<file path="src/rtl/hazard_ctrl.sv">
// hazard_ctrl
//   Pipeline hazard controller. It detects load-use hazards between the
//   instructions in ID and EX, flushes the wrong-path instructions after a
//   taken branch, and sequences a multi-cycle mul/div unit. While that unit
//   is busy the front of the pipeline is held. A watchdog aborts an
//   operation that never reports completion.
//
// Ports
//   clk                         pipeline clock, rising edge
//   reset_n                     asynchronous active-low reset
//   rs1_id, rs2_id [4:0]        source registers of the instruction in ID
//   rd_ex [4:0]                 destination register of the instruction in EX
//   memread_ex                  instruction in EX is a load
//   branch_taken_ex             taken branch/jump resolved in EX
//   mdu_req_ex                  instruction in EX is a multi-cycle mul/div op
//   mdu_done                    one-cycle pulse: multi-cycle result is valid
//   stall_if/id/ex              hold PC, IF/ID, ID/EX (combinational)
//   flush_id/ex/mem             bubble into IF/ID, ID/EX, EX/MEM (combinational)
//   mdu_start                   one-cycle start pulse to the multi-cycle unit
//   mdu_timeout                 sticky watchdog flag (registered)
//   stall_count [15:0]          saturating count of cycles with stall_if=1
module hazard_ctrl (
    input  logic        clk,
    input  logic        reset_n,
    input  logic [4:0]  rs1_id,
    input  logic [4:0]  rs2_id,
    input  logic [4:0]  rd_ex,
    input  logic        memread_ex,
    input  logic        branch_taken_ex,
    input  logic        mdu_req_ex,
    input  logic        mdu_done,
    output logic        stall_if,
    output logic        stall_id,
    output logic        stall_ex,
    output logic        flush_id,
    output logic        flush_ex,
    output logic        flush_mem,
    output logic        mdu_start,
    output logic        mdu_timeout,
    output logic [15:0] stall_count
);

    typedef enum logic {
        IDLE,
        BUSY
    } state_t;

    state_t      state;
    state_t      state_nxt;
    logic [7:0]  busy_cnt;
    logic        lu;
    logic        timeout_hit;

    // Register x0 is hard-wired zero, so a load targeting it never hazards.
    assign lu = memread_ex && (rd_ex != 5'd0) &&
                ((rd_ex == rs1_id) || (rd_ex == rs2_id));

    // Outputs are forced low while reset is asserted, independent of state.
    always_comb begin
        state_nxt   = state;
        stall_if    = 1'b0;
        stall_id    = 1'b0;
        stall_ex    = 1'b0;
        flush_id    = 1'b0;
        flush_ex    = 1'b0;
        flush_mem   = 1'b0;
        mdu_start   = 1'b0;
        timeout_hit = 1'b0;
        if (reset_n) begin
            case (state)
                IDLE: begin
                    // Priority: multi-cycle op, then branch, then load-use.
                    if (mdu_req_ex) begin
                        mdu_start = 1'b1;
                        stall_if  = 1'b1;
                        stall_id  = 1'b1;
                        stall_ex  = 1'b1;
                        flush_mem = 1'b1;
                        state_nxt = BUSY;
                    end else if (branch_taken_ex) begin
                        flush_id = 1'b1;
                        flush_ex = 1'b1;
                    end else if (lu) begin
                        stall_if = 1'b1;
                        stall_id = 1'b1;
                        flush_ex = 1'b1;
                    end
                end
                BUSY: begin
                    // Completion and watchdog expiry both release the pipe
                    // in the same cycle with all controls low.
                    if (mdu_done) begin
                        state_nxt = IDLE;
                    end else if (busy_cnt == 8'hFF) begin
                        timeout_hit = 1'b1;
                        state_nxt   = IDLE;
                    end else begin
                        stall_if  = 1'b1;
                        stall_id  = 1'b1;
                        stall_ex  = 1'b1;
                        flush_mem = 1'b1;
                    end
                end
                default: state_nxt = IDLE;
            endcase
        end
    end

    always_ff @(posedge clk or negedge reset_n) begin
        if (!reset_n) begin
            state <= IDLE;
        end else begin
            state <= state_nxt;
        end
    end

    // Counts BUSY cycles; the first BUSY cycle sees 0.
    always_ff @(posedge clk or negedge reset_n) begin
        if (!reset_n) begin
            busy_cnt <= '0;
        end else if (state == IDLE && state_nxt == BUSY) begin
            busy_cnt <= '0;
        end else if (state == BUSY) begin
            busy_cnt <= busy_cnt + 8'd1;
        end
    end

    always_ff @(posedge clk or negedge reset_n) begin
        if (!reset_n) begin
            mdu_timeout <= 1'b0;
        end else if (timeout_hit) begin
            mdu_timeout <= 1'b1;
        end
    end

    always_ff @(posedge clk or negedge reset_n) begin
        if (!reset_n) begin
            stall_count <= '0;
        end else if (stall_if && stall_count != '1) begin
            stall_count <= stall_count + 16'd1;
        end
    end

endmodule
</file>
<file path="config.mk">
export PLATFORM = sky130hd
export DESIGN_NAME = hazard_ctrl
export DESIGN_NICKNAME = d
export VERILOG_FILES = /design/src/rtl/hazard_ctrl.sv
export SDC_FILE = /design/constraint.sdc
export NUM_CORES = 1
export LEC_CHECK = 0
export CAP_MARGIN = 20
export CORE_ASPECT_RATIO = 1.5
export CORE_MARGIN = 5
export CORE_UTILIZATION = 55
export CTS_BUF_LIST = sky130_fd_sc_hd__clkbuf_4 sky130_fd_sc_hd__clkbuf_8 sky130_fd_sc_hd__clkbuf_16
export CTS_CLUSTER_SIZE = 12
export DETAILED_ROUTE_END_ITERATION = 10
export DONT_BUFFER_PORTS = 1
export GPL_ROUTABILITY_DRIVEN = 0
export GPL_TIMING_DRIVEN = 0
export PLACE_DENSITY = 0.82
export SYNTH_ARGS = -nofsm -noshare
export SYNTH_HDL_FRONTEND = slang
export SYNTH_SLANG_ARGS = --single-unit
</file>
<file path="constraint.sdc">
create_clock -name clk -period 2.6 [get_ports clk]
set_input_delay 0.26 -clock clk [delete_from_list [all_inputs] [get_ports clk]]
set_output_delay 0.26 -clock clk [all_outputs]
set_load 0.03 [all_outputs]
</file>
==> results.ini, run 1 <==
[die]
io_pins = 45
rows = 23
start_util = 0.570
fp.dieW_um = 52.8
die_area_um2 = 3920
die_y_um = 74.2
design.core.area_um2 = 2650

[drt]
viasPerCell = 5.98
final_antenna_net_count = 0
routed_wl_um = 3130
route.detailed.wl_per_inst_um = 16.0
first_pass_iters = 4
drt_iter0_drc = 21
route.detailed.drc = 0
vias = 1172

[clock_tree]
clock_sinks = 26
clock_path_buffers = 2
numCtsBuffers = 3
cts_tree = built
root_buffer = clkbuf_8
clk_pin_slew_ps = 80
cts_max_level = 1
clk_latency_ps = 260

[yosys]
yosysMostFrequentCell = dfrtp_1
yosys.area.top_type_share = 0.431
yosysSeqAreaShare = 0.431
yosys-top-cells-count = dfrtp_1 (26), nand2_1 (16), xnor2_1 (14)
yosys_most_used_dff = dfrtp_1
synth.ff_latch_count = 26
async_flop_share = 1.00
yosys.area.top_type = dfrtp_1
synth_nets = 172
synth_area_um2 = 1510
ys_types = 40
syn_avg_cell_area_um2 = 10.1
synth-edff-count = 0
synthTopCellsByArea = dfrtp_1 (43%), xnor2_1 (8.1%), xor2_1 (5.8%)
yosysWarnings = 0
syn_inst = 149

[power_and_ir_drop]
switching_share = 0.378
ir_drop_v = 0.000386
p_seq_frac = 0.567
comb_power_share = 0.219
p_switching_w = 0.000440
p_leak_nw = 0.725
power_density_nw_per_um2 = 700
power.share.clock = 0.214
p_int_w = 0.000726

[outcome]
status = finished, final reports clean

[timing]
fmax_mhz = 415
min_period_ps = 2410
setup-violations-final = 0
skew_ps = 3.46
maxSlewHeadroom = 0.717
hold_viol = 0
finalSetupTns_ps = 0
rsz0062_at_grt = false
drv_slew = 0
post-route-period-util = 0.927
worst-slew-pin-transition_ps = 425

[hold_path]
hold_path_class = in2reg

[finish]
insertedDiodeCount = 0
fin_util = 0.629
area_growth_pct = 10.4
finalNonFillerCells = 196
nets = 183
drive_gt1_frac = 0.182

[grt]
grtUsageTotal = 0.186
grt_max_degree = 27
grt_pass1_wl_um = 5530
globalRouteOverflowTotal = 0
grt_pass1_vias = 1296
antenna_found_initial = 0

[run]
drv_cap = 0

[worst_setup_path]
worstSetupEndpointType = primary output
crit_path_start_kind = flop
critPathMaxFanout = 11
crit_required_ps = 2340
arrival_ps = 2150
worstPathCellList = ha_1 -> and3_1 -> nand3_1 -> nand4b_1 -> o31ai_4 -> buf_6 -> buf_4
crit_slowest_cell = dfrtp_1
max_stage_delay_ps = 430
worstSetupPathType = reg2out

[placed_design]
io_buffer_count = 0
dp_hpwl_um = 2440
dp_cells = 188

metrics by stage:
stage	instance area (um2)	power, W	hold WS, ps	worst slack [ps]
6_report	1670	0.00117	177	191
5_1_grt	1670	0.00125	197	52.7
4_1_cts	1650	0.00117	173	29.5
3_5_place_dp	1570	0.000909	-34.9	349
3_3_place_gp	1560	0.000889	-34.9	354
2_1_floorplan	1510	0.000846	-35.6	456
final timing paths:
| path | endpoint | startpoint | slack (ps) | depth (start not counted) |
|---|---|---|---|---|
| max | stall_if | busy_cnt[0]$_DFFE_PN0P_ | 190 | 7 |
| min | state$_DFF_PN0_ | reset_n | 180 | 3 |
| max reg2reg | stall_count[1]$_DFFE_PN0P_ | stall_count[0]$_DFFE_PN0P_ | 350 | 7 |
| min reg2reg | busy_cnt[6]$_DFFE_PN0P_ | busy_cnt[6]$_DFFE_PN0P_ | 540 | 1 |
| max in group asynchronous | stall_count[14]$_DFFE_PN0P_ | reset_n | 2030 | 2 |
| min in group asynchronous | stall_count[3]$_DFFE_PN0P_ | reset_n | 420 | 2 |
layout by cell type (no fill, tap or decap), types with 2 or more instances in the layout:
cell type,instances
mux2_1,2
inv_1,5
ha_1,2
buf_6,2
buf_4,4
dfrtp_1,26
nand3_2,4
nand2_1,16
clkbuf_8,4
xnor2_1,14
o211ai_1,2
o21ai_0,6
nand4b_1,3
buf_2,5
o31ai_1,2
nor2_1,7
nand4_1,11
and3_1,3
nand3_1,8
xor2_1,10
cell type report:
type	instances	area, um2
Fill cell	227	981
Multi-Input combinational cell	111	788
Sequential cell	26	651
Clock buffer	4	55.1
Timing Repair Buffer	6	55.1
Buffer	7	52.6
Tap cell	37	46.3
Inverter	5	18.8
routing by layer:
metal	routed length [um]	vias up	share of wire	GRT usage
li1	-	548	-	-
met4	65	0	0.021	0.0824
met5	0	-	0	0
met3	254	6	0.081	0.0461
met2	1660	46	0.53	0.337
met1	1150	572	0.37	0.201
sequential cells by signal (all words and copies together), names as in the netlist:
name / flops
busy_cnt: 8
mdu_timeout: 1
stall_count: 16
state: 1
logic make-up after synthesis:
logic type,share of synthesized area
compound gates,0.0770
xor+xnor,0.139
fa+ha+maj,0.0166
buf+inv,0.0472
flops,0.431
mux,0.0215
simple gates,0.268
power by group through the flow:
stage          sequential, W  clock [W]  combinational (W)
5_1_grt             0.000678   0.000277           0.000295
3_3_place_gp        0.000664          0           0.000225
4_1_cts             0.000664   0.000258           0.000253
3_5_place_dp        0.000668          0           0.000241
6_report            0.000662   0.000250           0.000255
2_1_floorplan       0.000644          0           0.000202
what timing repair did:
item | CTS | global route
setup endpoints to repair | 0 | 1
endpoints found under the hold margin | 26 | 0
buffers inserted | 0 | 2
gates resized for setup | 0 | 0
hold buffers | 2 | 0
worst max-delay path: cells and delay by family (launching register included):
family                   cells  cell delay, ps
buffers and inverters        2             440
flip-flops                   1             430
adder cells (fa/ha/maj)      1             250
AND/OR/NAND/NOR              3             480
AO/OA/AOI/OAI                1             290
No activity file was read; power rests on OpenSTA's default activity.
==> run 2, diff against run 1 <==
--- a/config.mk
+++ b/config.mk
@@ -8,14 +8,15 @@
 export CAP_MARGIN = 20
 export CORE_ASPECT_RATIO = 1.5
 export CORE_MARGIN = 5
-export CORE_UTILIZATION = 55
+export CORE_UTILIZATION = 34
 export CTS_BUF_LIST = sky130_fd_sc_hd__clkbuf_4 sky130_fd_sc_hd__clkbuf_8 sky130_fd_sc_hd__clkbuf_16
+export CTS_CLUSTER_DIAMETER = 80
 export CTS_CLUSTER_SIZE = 12
 export DETAILED_ROUTE_END_ITERATION = 10
 export DONT_BUFFER_PORTS = 1
 export GPL_ROUTABILITY_DRIVEN = 0
 export GPL_TIMING_DRIVEN = 0
-export PLACE_DENSITY = 0.82
+export PLACE_DENSITY = 0.6
 export SYNTH_ARGS = -nofsm -noshare
 export SYNTH_HDL_FRONTEND = slang
 export SYNTH_SLANG_ARGS = --single-unit
==> run 2 against run 1 <==
Against the previous run:
- count of clock-buffer cells in the layout down 1
- total power shrank 3.4%
- die area rose by 51%
- wire length up 1.9%
- critical path type unchanged
- setup slack got worse by 30 ps
- core utilization fell by 24 points
- final area decreased by 0.60%
==> results.ini, run 2 (synthesis results as in run 1) <==
[outcome]
status = finished, final reports clean

[grt]
grtUsageMet1 = 0.134
grt_max_degree = 27
grt_pass1_wl_um = 5420
grtUsageMet3 = 0.0330
use_met2 = 0.198
globalRouteOverflowTotal = 0
grtUsageTotal = 0.116
grt.busiest_layer = met2
grt_pass1_vias = 1195
antenna_found_initial = 0

[finish]
nets = 182
largest_register_ffs = 16
drive_gt1_frac = 0.172
final_cell_mix = dfrtp_1 (26), nand2_1 (16), xnor2_1 (14), nand4_1 (11), xor2_1 (10)
area_growth_pct = 9.69
final_area_um2 = 1660
finalNonFillerCells = 203
reg_top3 = stall_count (16), busy_cnt (8)
insertedDiodeCount = 0
largest_register = stall_count
fillers = 425
final_common_cell = dfrtp_1
multi_input_area_um2 = 788
seqCellArea_um2 = 651

[timing]
rsz0062_at_grt = false
post-route-period-util = 0.938
fmax_mhz = 410
setup-violations-final = 0
hold_slack_ps = 184
skew_ps = 0.869
min_period_ps = 2440
hold_viol = 0
drv_slew = 0
worst-slew-pin-transition_ps = 418
finalSetupTns_ps = 0
maxSlewHeadroom = 0.721

[die]
io_pins = 45
rows = 29
fp.dieW_um = 64.4
start_util = 0.353
die_area_um2 = 5900
die_y_um = 91.6
design.core.area_um2 = 4280

[worst_setup_path]
worstReg2RegStart = stall_count[0]$_DFFE_PN0P_
crit_path_start_kind = flop
arrival_ps = 2180
worstSetupEndpointType = primary output
crit_required_ps = 2340
startpoint = busy_cnt[0]$_DFFE_PN0P_
worstSetupPathType = reg2out
critPathMaxFanout = 11

[drt]
viasPerCell = 5.59
route.detailed.wl_per_inst_um = 15.7
route.detailed.drc = 0
final_antenna_net_count = 0
vias = 1135
routed_wl_um = 3190
first_pass_iters = 3
drt_iter0_drc = 42

[hold_path]
hold_path_class = in2reg
min_from = reset_n

[clock_tree]
numCtsBuffers = 3
root_buffer = clkbuf_8
cts_tree = built
clock_sinks = 26
clk_pin_slew_ps = 80
cts_max_level = 1
clk_latency_ps = 260
clock_path_buffers = 2

[placed_design]
dp_hpwl_um = 2450
io_buffer_count = 0
dp_cells = 197
place_area_um2 = 1580

[run]
drv_cap = 0

[power_and_ir_drop]
ir_drop_v = 0.000253
p_leak_nw = 0.713
power_density_nw_per_um2 = 680

[run 2: cell count changes in the layout (fill, tap and decap cells not counted), sizes merged]
cell / before / now
clkbuf: 4 / 3
buf: 12 / 11
[run 2: area by class of cell]
| type | instances | share of cell area |
|---|---|---|
| Multi-Input combinational cell | 111 | 0.476 |
| Sequential cell | 26 | 0.393 |
| Clock buffer | 3 | 0.0249 |
| Inverter | 5 | 0.0113 |
| Buffer | 7 | 0.0317 |
| Tap cell | 46 | 0.0347 |
| Timing Repair Buffer | 5 | 0.0287 |
[run 2: worst max-delay path, stage by stage (launching register included)]
cell and delay (ps):
dfrtp_1 420, ha_1 240, and3_1 240, nand3_1 100, nand4b_1 150, o31ai_4 320
buf_6 250, buf_4 190
[run 2: what timing repair did]
action | CTS | global route
resized for setup | 0 | 0
hold endpoints to repair | 26 | 0
hold buffers | 2 | 0
setup buffers | 0 | 1
setup endpoints to repair | 0 | 1
[run 2: routing by layer]
metal	routed length (um)	part of all wire
met1	1320	0.41
met2	1570	0.49
met3	258	0.081
met4	39	0.012
met5	0	0
[run 2: final timing paths]
check                                               to  slack (ps)  cells after the start
hold / removal                         state$_DFF_PN0_         180                      3
setup reg to reg            stall_count[1]$_DFFE_PN0P_         360                      7
hold reg to reg                busy_cnt[0]$_DFFE_PN0P_         520                      1
min in group asynchronous   stall_count[5]$_DFFE_PN0P_         430                      2
max in group asynchronous  stall_count[11]$_DFFE_PN0P_        2020                      2
setup / recovery                              stall_if         160                      7
[run 2: metrics by stage]
step                      setup WS, ps  utilization  total power (W)
final                              160        0.387          0.00113
after global routing              54.4        0.387          0.00121
after CTS                         9.11        0.385          0.00114
after detailed placement           305        0.368         0.000913
after global placement             333        0.366         0.000896
after floorplan                    456            -         0.000846
[run 2: report_power, final]
part	switching (W)	internal, W	total (W)
logic	0.000138	0.000112	0.000250
registers	0.000185	0.000477	0.000661
clock network	0.000112	0.000103	0.000216
